**config.mk**
```make
export PLATFORM = sky130hd
export DESIGN_NAME = mppc_pulse_emulator
export DESIGN_NICKNAME = d
export VERILOG_FILES = /design/src/rtl/mppc_emu_pkg.sv /design/src/rtl/mppc_pulse_emulator_lfsr16.sv /design/src/rtl/mppc_pulse_emulator.sv
export SDC_FILE = /design/constraint.sdc
export NUM_CORES = 1
export LEC_CHECK = 0
export ABC_AREA = 1
export BUFFER_PORTS_ARGS = -buffer_cell sky130_fd_sc_hd__buf_4
export CAP_MARGIN = 20
export CORE_MARGIN = 10
export CORE_UTILIZATION = 60
export CTS_CLUSTER_DIAMETER = 100
export DETAILED_ROUTE_END_ITERATION = 7
export PLACE_DENSITY_LB_ADDON = 0.1
export SYNTH_ARGS = -nofsm -noshare
export SYNTH_HDL_FRONTEND = slang
export SYNTH_SLANG_ARGS = --single-unit
```
**constraint.sdc**
```tcl
create_clock -name clk -period 2.9 [get_ports clk]
set_input_delay 0.145 -clock clk [delete_from_list [all_inputs] [get_ports clk]]
set_output_delay 0.145 -clock clk [all_outputs]
set_load 0.01 [all_outputs]
```
**src/rtl/mppc_emu_pkg.sv**
```systemverilog
// ---------------------------------------------------------------------------
// mppc_emu_pkg
// Shared definitions for the MPPC discriminator-pulse emulator:
//   - FSM state encoding (IDLE, PULSE, GAP, DONE)
//   - LFSR seed and Galois tap mask for the optional random-gap mode
//   - width of the gap down-counter
// ---------------------------------------------------------------------------
package mppc_emu_pkg;

  typedef enum logic [1:0] {
    IDLE  = 2'd0,
    PULSE = 2'd1,
    GAP   = 2'd2,
    DONE  = 2'd3
  } emu_state_e;

  localparam logic [15:0] LFSR_SEED = 16'hACE1;
  // x^16 + x^14 + x^13 + x^11 + 1, right-shifting Galois form
  localparam logic [15:0] LFSR_TAPS = 16'hB400;

  localparam int GAP_CNT_W = 24;

  function automatic logic [15:0] lfsr_next(input logic [15:0] cur);
    lfsr_next = cur[0] ? ((cur >> 1) ^ LFSR_TAPS) : (cur >> 1);
  endfunction

endpackage

```
**src/rtl/mppc_pulse_emulator_lfsr16.sv**
```systemverilog
// ---------------------------------------------------------------------------
// lfsr16
// 16-bit Galois LFSR used to randomise the inter-pulse gap.
// Ports:
//   clk      in   clock
//   rst      in   synchronous active-high reset, reloads the seed
//   advance  in   step the register by one position
//   value    out  current LFSR contents
// ---------------------------------------------------------------------------
module lfsr16
  import mppc_emu_pkg::*;
(
  input  logic        clk,
  input  logic        rst,
  input  logic        advance,
  output logic [15:0] value
);

  logic [15:0] lfsr_q;
  logic [15:0] lfsr_d;

  always_comb begin
    lfsr_d = lfsr_q;
    if (advance) lfsr_d = lfsr_next(lfsr_q);
  end

  always_ff @(posedge clk) begin
    if (rst) lfsr_q <= LFSR_SEED;
    else     lfsr_q <= lfsr_d;
  end

  assign value = lfsr_q;

endmodule

```
**src/rtl/mppc_pulse_emulator.sv**
```systemverilog
// ---------------------------------------------------------------------------
// mppc_pulse_emulator
// Synthetic DISC-pulse source for self-test of the MPPC dark counter.
// Emits bursts of fixed-width pulses with programmable spacing and length.
//
// Ports:
//   clk         in   100 MHz clock
//   rst         in   synchronous active-high reset
//   start       in   asynchronous button/switch; a rising edge starts a burst
//   stop        in   synchronous abort request (honoured at pulse end / in gap)
//   period_sel  in   gap = BASE_GAP << period_sel
//   n_pulses    in   burst length, 0 = free-running until stop
//   pulse_out   out  registered emulated DISC pulse
//   busy        out  high while a burst is in progress (state != IDLE)
//   done        out  one-cycle strobe at burst completion
//   sent_count  out  pulses emitted in the current or last burst
//
// Build option: define MPPC_EMU_RANDOM_GAP_EN to replace the fixed gap by
// MIN_GAP + (lfsr & mask), giving Poisson-like spacing.
// ---------------------------------------------------------------------------
module mppc_pulse_emulator
  import mppc_emu_pkg::*;
#(
  parameter int PULSE_WIDTH = 4,
  parameter int BASE_GAP    = 16,
  parameter int MIN_GAP     = 2,
  parameter int CNT_W       = 16
) (
  input  logic             clk,
  input  logic             rst,
  input  logic             start,
  input  logic             stop,
  input  logic [3:0]       period_sel,
  input  logic [CNT_W-1:0] n_pulses,
  output logic             pulse_out,
  output logic             busy,
  output logic             done,
  output logic [CNT_W-1:0] sent_count
);

  localparam int PW_W = (PULSE_WIDTH > 1) ? $clog2(PULSE_WIDTH) : 1;
  localparam logic [PW_W-1:0]      PW_LAST    = PW_W'(PULSE_WIDTH - 1);
  localparam logic [GAP_CNT_W-1:0] BASE_GAP_V = GAP_CNT_W'(BASE_GAP);

  // Start conditioning: s1/s2 synchronise, s3/s4 give the rising edge one
  // flop later so start_pulse lands three edges after the first sample.
  logic s1_q, s2_q, s3_q, s4_q, start_pulse_q;

  always_ff @(posedge clk) begin
    if (rst) begin
      s1_q          <= 1'b0;
      s2_q          <= 1'b0;
      s3_q          <= 1'b0;
      s4_q          <= 1'b0;
      start_pulse_q <= 1'b0;
    end else begin
      s1_q          <= start;
      s2_q          <= s1_q;
      s3_q          <= s2_q;
      s4_q          <= s3_q;
      start_pulse_q <= s3_q & ~s4_q;
    end
  end

  emu_state_e             state_q, state_d;
  logic [PW_W-1:0]        wcnt_q, wcnt_d;
  logic [GAP_CNT_W-1:0]   gcnt_q, gcnt_d;
  logic [GAP_CNT_W-1:0]   gap_len_q, gap_len_d;
  logic [CNT_W-1:0]       npul_q, npul_d;
  logic [CNT_W-1:0]       sent_q, sent_d;
  logic [CNT_W-1:0]       sent_inc;
  logic                   stop_pend_q, stop_pend_d;
  logic                   pulse_q, done_q;
  logic [GAP_CNT_W-1:0]   gap_entry;

`ifdef MPPC_EMU_RANDOM_GAP_EN
  logic [15:0]          lfsr_val;
  logic                 lfsr_adv;
  logic [GAP_CNT_W-1:0] gap_mask;

  // gap_len_q holds BASE_GAP << period_sel, so minus one is the mask;
  // only its low 16 bits can select LFSR bits.
  assign gap_mask  = gap_len_q - 1'b1;
  assign gap_entry = GAP_CNT_W'(MIN_GAP) +
                     {{(GAP_CNT_W-16){1'b0}}, lfsr_val & gap_mask[15:0]};
  assign lfsr_adv  = (state_q == PULSE) && (state_d == GAP);

  lfsr16 u_lfsr (
    .clk     (clk),
    .rst     (rst),
    .advance (lfsr_adv),
    .value   (lfsr_val)
  );
`else
  assign gap_entry = gap_len_q;
`endif

  assign sent_inc = sent_q + 1'b1;

  always_comb begin
    state_d     = state_q;
    wcnt_d      = wcnt_q;
    gcnt_d      = gcnt_q;
    gap_len_d   = gap_len_q;
    npul_d      = npul_q;
    sent_d      = sent_q;
    stop_pend_d = stop_pend_q;
    case (state_q)
      IDLE: begin
        if (start_pulse_q) begin
          gap_len_d   = BASE_GAP_V << period_sel;
          npul_d      = n_pulses;
          sent_d      = '0;
          wcnt_d      = '0;
          stop_pend_d = 1'b0;
          state_d     = PULSE;
        end
      end
      PULSE: begin
        // A stop seen anywhere in the pulse is remembered and acted on only
        // once the full width has been emitted.
        if (stop) stop_pend_d = 1'b1;
        if (wcnt_q == PW_LAST) begin
          wcnt_d      = '0;
          sent_d      = sent_inc;
          stop_pend_d = 1'b0;
          if ((npul_q != '0) && (sent_inc == npul_q)) begin
            state_d = DONE;
          end else if (stop || stop_pend_q) begin
            state_d = DONE;
          end else begin
            gcnt_d  = gap_entry - 1'b1;
            state_d = GAP;
          end
        end else begin
          wcnt_d = wcnt_q + 1'b1;
        end
      end
      GAP: begin
        if (stop) begin
          state_d = DONE;
        end else if (gcnt_q == '0) begin
          wcnt_d  = '0;
          state_d = PULSE;
        end else begin
          gcnt_d = gcnt_q - 1'b1;
        end
      end
      DONE: begin
        state_d = IDLE;
      end
      default: state_d = IDLE;
    endcase
  end

  always_ff @(posedge clk) begin
    if (rst) begin
      state_q     <= IDLE;
      wcnt_q      <= '0;
      gcnt_q      <= '0;
      gap_len_q   <= '0;
      npul_q      <= '0;
      sent_q      <= '0;
      stop_pend_q <= 1'b0;
      pulse_q     <= 1'b0;
      done_q      <= 1'b0;
    end else begin
      state_q     <= state_d;
      wcnt_q      <= wcnt_d;
      gcnt_q      <= gcnt_d;
      gap_len_q   <= gap_len_d;
      npul_q      <= npul_d;
      sent_q      <= sent_d;
      stop_pend_q <= stop_pend_d;
      pulse_q     <= (state_d == PULSE);
      done_q      <= (state_d == DONE);
    end
  end

  assign pulse_out  = pulse_q;
  assign done       = done_q;
  assign busy       = (state_q != IDLE);
  assign sent_count = sent_q;

endmodule

```
==> results.tsv, run 1 <==
stage	metric	value	unit
power	Clk pwr share	0.404	
finish	Multi-input gate area	0.002756	mm2
logic_synthesis	post-synthesis register bit count	84	
grt	initial antenna violation count	0	
sta	Fmax	400.1	MHz
clocking	Post-CTS Setup Inserts	0	
min_path	Min-Delay Path Class	input pin to flip-flop	
floorplan	placement row count	32	
grt	first-pass GRT wire length	21100	um
finish	number of diodes	0	
floorplan	die area	0.01207	mm2
critical_path	Critical Path Fanout Max	11	
sta	worst hold slack	6.203	ps
floorplan	Chip Height	109.9	um
logic_synthesis	sequential fraction of the synthesis area	0.3469	
clocking	Clock Sinks	84	
grt	grt ovf	0	
placement	RD Place Congestion	0.9467	
logic_synthesis	YS warnings	0	
critical_path	WS Path Type	flip-flop to flip-flop	
placement	dpl cells	848	
finish	post-route cell area	0.005420	mm2
sta	Worst-Margin Slew	1045	ps
logic_synthesis	largest area contributor in the netlist	dfxtp_1	
logic_synthesis	Gate Count Post-Synth	727	
clocking	worst skew pair latency	360	ps
critical_path	WP data arrival	2780	ps
clocking	CTS max path bufs	2	
power	Comb pwr share	0.066	
floorplan	area of the core	0.007807	mm2
placement	DP Wirelength	9168	um
route	1st-pass router iterations	5	
critical_path	CP cell instances	ha_1 > nand2_2 > nor2_4 > nand2_2 > nor2_1 > nand2_1 > nand2_1 > nand2_1 > nand2_1 > nand2_1 > nor2_1 > nand3_2 > nand3_2 > nand2_2 > nand2_1 > nand2_1 > a21oi_1	
finish	area delta synth->final	11.82	%
logic_synthesis	Synth area leaders	dfxtp_1 35%, nand2_1 14%, nor2_1 7.2%, nand3_1 6.0%, a21oi_1 5.5%	
finish	post-layout util	0.6942	
route	vias per cell	5.558	
critical_path	WP buf/inv	0	
run	max_cap viols	0	
route	Post-Route WL	12680	um
sta	hold violation total from the final report	0	
sta	RSZ-0062 raised after global routing	no	
clocking	TritonCTS clock tree	yes	
route	vias	4813	
power	Power Internal	1.670	mW
finish	register area	0.001682	mm2
power	Switching Power	0.5470	mW
grt	GRT Overall Usage	0.2138	
critical_path	startpoint types	flip-flop	
grt	largest net degree at the start of global routing	52	
logic_synthesis	Synth top area share	0.3469	
route	Post-DRT Antenna Nets	0	
finish	Filler cells	716	
floorplan	Die X	109.9	um
clocking	H-Tree Depth	3	
sta	Setup Skew	12.53	ps
sta	min cycle time layout	2499	ps
power	Pleak	2.453	nW
grt	vias in the first global route	4607	
power	Sw Ratio	0.2467	
placement	pre-CTS WS	428.3	ps
power	Flop pwr share	0.530	
power	peak supply drop	247.6	uV
power	Final Power	2.217	mW
critical_path	CP Data Required Time	3180	ps
finish	non-filler cells, final	866	
sta	Final setup violation count	0	
critical_path	CP top delay family	simple AND/OR/NAND/NOR gates	
logic_synthesis	syn_area_per_cell	6.667	um2
sta	count of pins over their slew limit	0	
logic_synthesis	post-synth cell types	38	
logic_synthesis	Syn Nets	754	
critical_path	most frequent cell on the critical path	nand2_1	
placement	Port-buffer cells	42	
route	wire per inst	14.64	um
finish	layout cells sized above 1	0.1584	
clocking	Root Driver	clkbuf_8	
finish	Final #Nets	786	
route	Iteration-0 DRC Markers	226	
floorplan	Initial Util	0.6208	
critical_path	Worst Setup End Kind	flip-flop	
clocking	Worst-path clk slew	90	ps
outcome	outcome	complete, no violations	
sta	Fin Setup TNS	0	ps
route	DRC violation count after routing	0	
logic_synthesis	Syn Std Cell Area	0.004847	mm2
clocking	total CTS buffers	9	
floorplan	io pins	43	
critical_path	CP peak stage delay	470	ps
sta	fin worst setup slack	400.9	ps
sta	Tcrit/Tclk final	0.8618	
sta	Slew Limit Headroom	0.3029	
power	PwrDens	409.1	mW/mm2
critical_path	Crit-path slowest cell	dfxtp_1	
placement	placed instance area	0.005190	mm2
## layout make-up
type | count | area share
multi-input combinational | 547 | 0.5085
sequential | 84 | 0.3102
inverter | 67 | 0.04640
clock inverter | 5 | 0.01085
tap | 102 | 0.02355
timing repair buffer | 50 | 0.07248
clock buffer | 11 | 0.02793
## synth_stat cells
cell type	number
nand2_1	178
nor2_1	93
dfxtp_1	84
inv_1	60
nand3_1	58
a21oi_1	53
o21ai_0	22
xor2_1	20
clkbuf_1	14
a22oi_1	13
o21ai_1	12
nand4_1	11
nor2_2	11
nor3_1	11
a21oi_2	10
nand3_2	9
or2_1	8
nand2_2	7
buf_2	6
buf_6	5
inv_2	5
nor2_4	4
or2_2	4
xnor2_1	4
buf_1	3
ha_1	3
nor4_1	3
o21ai_2	3
clkinv_1	2
nand3b_1	2
nor3_2	2
a2111oi_0	1
a211oi_1	1
and3_1	1
buf_4	1
nand4_2	1
o211ai_1	1
o21bai_2	1
## tightest hold or removal path: stages
cell    delay [ps]
buf_4           80
nor2_1          30
nor2_1          80
## flip-flops by register name (all words and copies together), names as in the netlist
name / flops
s3_q: 1
gcnt_q: 24
s4_q: 1
wcnt_q: 2
s1_q: 1
npul_q: 16
state_q: 2
done: 1
sent_count: 16
gap_entry: 16
s2_q: 1
pulse_out: 1
start_pulse_q: 1
stop_pend_q: 1
## layer usage
metal / share of wire / wire length (um) / GRT usage / vias to the layer above
li1: - / - / - / 2422
met1: 0.41 / 5161 / 0.2502 / 2215
met2: 0.51 / 6445 / 0.3768 / 145
met3: 0.058 / 741 / 0.03394 / 31
met4: 0.026 / 329 / 0.09201 / 0
met5: 0 / 0 / 0 / -
## power by group through the flow
stage,sequential [mW],combinational (mW),clock [mW]
final,1.18,0.146,0.895
after floorplan,1.20,0.0926,0
after CTS,1.18,0.145,0.904
after detailed placement,1.20,0.142,0
after global placement,1.20,0.139,0
after global routing,1.18,0.163,0.944
## cells in the final DEF, fill, tap and decap left out, drive strengths merged, types with 11 or more instances in the layout
cell,Yosys,final
a21oi,63,63
a22oi,13,13
buf,15,48
clkbuf,14,11
dfxtp,84,84
inv,65,66
nand2,185,185
nand3,67,67
nand4,12,12
nor2,108,108
nor3,13,13
o21ai,37,37
or2,12,12
xor2,20,20
## timing repair
| item | in CTS | in global routing |
|---|---|---|
| resized for setup | 0 | 0 |
| hold endpoints to repair | 2 | 0 |
| hold buffers | 2 | 0 |
## cell families after synthesis
kind of cell,share of synthesized area
flops,0.3469
buf+inv,0.08441
xor+xnor,0.04337
fa+ha+maj,0.007745
simple gates,0.3769
compound gates,0.1407
## path summary, 6_finish.rpt
| kind | endpoint | cells past startpoint | slack (ps) | startpoint |
|---|---|---|---|---|
| setup / recovery | gcnt_q[0] | 17 | 400 | sent_count[0] |
| setup reg to reg | gcnt_q[0] | 17 | 400 | sent_count[0] |
| hold / removal | npul_q[1] | 3 | 6 | n_pulses[1] |
| hold reg to reg | start_pulse_q | 1 | 410 | s4_q |
Power figures use the tool's default switching activity.
==> run 2: changes to the inputs <==
CORE_UTILIZATION = 38   (was 60)
==> run 2 against run 1 <==
Effect of this change: die area up 46%; clock skew fell by 2.8 ps; maximum frequency fell by 2.9%; utilization shrank 25 points; register-to-register slack worse by 70 ps; critical path depth unchanged; setup slack lost 74 ps; sequential cell count unchanged; non-clock buffer count up 4; total power grew 17%; combinational power about the same; via count down 2.6%.
==> results.tsv, run 2 (synthesis results as in run 1) <==
stage	metric	value	unit
outcome	outcome	complete, no violations	
placement	dpl cells	923	
finish	most frequent cells in the layout	178 x nand2_1, 93 x nor2_1, 84 x dfxtp_1	
power	peak supply drop	232.0	uV
sta	Tcrit/Tclk final	0.8871	
finish	Final #Nets	790	
critical_path	startpoint types	flip-flop	
sta	RSZ-0062 raised after global routing	no	
run	max_cap viols	0	
finish	number of diodes	0	
route	vias per cell	4.987	
placement	Port-buffer cells	42	
grt	grt ovf	0	
placement	DP Wirelength	10320	um
grt	GRT Overall Usage	0.1613	
finish	area delta synth->final	16.29	%
grt	initial antenna violation count	0	
power	Pleak	2.525	nW
grt	largest net degree at the start of global routing	52	
finish	post-layout util	0.4485	
sta	Slew Limit Headroom	0.4679	
sta	count of pins over their slew limit	0	
floorplan	Initial Util	0.3857	
power	Clk pwr share	0.490	
floorplan	Chip Height	132.9	um
route	wire per inst	14.77	um
route	1st-pass router iterations	5	
critical_path	Worst Setup End Kind	flip-flop	
grt	first-pass GRT wire length	23330	um
clocking	total CTS buffers	9	
finish	Largest register FFs	24	
floorplan	area of the core	0.01257	mm2
placement	RD Place Congestion	0.9077	
power	Flop pwr share	0.453	
clocking	H-Tree Depth	3	
route	Post-Route WL	13890	um
clocking	worst skew pair latency	350	ps
finish	Largest Register	gcnt_q	
sta	min cycle time layout	2573	ps
route	vias	4688	
finish	layout cells sized above 1	0.1641	
sta	hold violation total from the final report	0	
power	Switching Power	0.6152	mW
critical_path	CP Data Required Time	3180	ps
power	PwrDens	460.9	mW/mm2
critical_path	WS Path Type	flip-flop to flip-flop	
sta	Final setup violation count	0	
sta	Worst-Margin Slew	797.2	ps
critical_path	WP data arrival	2850	ps
route	Iteration-0 DRC Markers	219	
floorplan	placement row count	41	
clocking	Worst-path clk slew	70	ps
finish	most common cell after layout, fill and taps aside	nand2_1	
floorplan	Die X	132.9	um
route	DRC violation count after routing	0	
power	Sw Ratio	0.2368	
finish	non-filler cells, final	940	
clocking	TritonCTS clock tree	yes	
floorplan	io pins	43	
clocking	Root Driver	clkbuf_16	
clocking	CTS max path bufs	2	
sta	Setup Skew	9.742	ps
min_path	Min-Delay Path Class	input pin to flip-flop	
sta	Fin Setup TNS	0	ps
route	Post-DRT Antenna Nets	0	
sta	Fmax	388.7	MHz
power	Power Internal	1.983	mW
clocking	Clock Sinks	84	
floorplan	die area	0.01767	mm2
critical_path	Critical Path Fanout Max	11	
grt	vias in the first global route	4680	
power	Comb pwr share	0.057	
[run 2: power by group through the flow]
stage               Clock [mW]  Combinational (mW)  Sequential [mW]
floorplan                    0              0.0926             1.20
detailed placement           0               0.148             1.20
global route              1.34               0.166             1.18
finish                    1.27               0.148             1.18
CTS                       1.30               0.149             1.18
global placement             0               0.145             1.20
[run 2: metrics by stage]
step	hold slack [ps]	power, mW	instance area, um2	setup WS, ps
floorplan	252.0	1.293	4847	715.8
global placement	343.7	1.348	5303	418.8
detailed placement	352.2	1.351	5303	330.5
CTS	5.458	2.623	5637	305.8
global route	20.12	2.688	5637	49.88
finish	13.54	2.598	5637	327.3
[run 2: final cells by class]
| class | count | area, um2 |
|---|---|---|
| Multi-Input combinational cell | 547 | 2756 |
| Tap cell | 172 | 215.2 |
| Clock inverter | 7 | 98.84 |
| Timing Repair Buffer | 54 | 407.9 |
| Inverter | 67 | 251.5 |
| Sequential cell | 84 | 1682 |
| Fill cell | 1320 | 6932 |
| Clock buffer | 9 | 225.2 |
[run 2: worst paths after layout]
kind | slack, ps | cells past startpoint | from | to
worst min-delay path | 10 | 3 | n_pulses[1] | npul_q[1]
worst max register to register | 330 | 17 | sent_count[0] | gcnt_q[20]
worst min register to register | 400 | 1 | s4_q | start_pulse_q
worst max-delay path | 330 | 17 | sent_count[0] | gcnt_q[20]
[run 2: timing repair]
| action | CTS | global route |
|---|---|---|
| endpoints found under the hold margin | 1 | 0 |
| resized for setup | 0 | 0 |
| hold buffers | 1 | 0 |
| buffers inserted | 0 | 0 |
[run 2: layer usage]
metal	GRT usage	vias up	share of wire
met1	0.1905	2168	0.45
met3	0.04088	12	0.037
met2	0.2770	74	0.50
met5	0	-	0
met4	0.05440	0	0.017
li1	-	2434	-
[run 2: critical path: stages (launching register included)]
cell and delay [ps]:
dfxtp_1 460, ha_1 250, nand2_2 120, nor2_4 180, nand2_2 80, nand2_1 80
nand2_1 70, nand2_1 70, nand2_1 50, nor2_1 120, nand2_1 80, nor2_2 130
nand3_2 100, nand3_2 70, nand2_2 60, nand2_1 310, nand2_1 90, a21oi_1 150
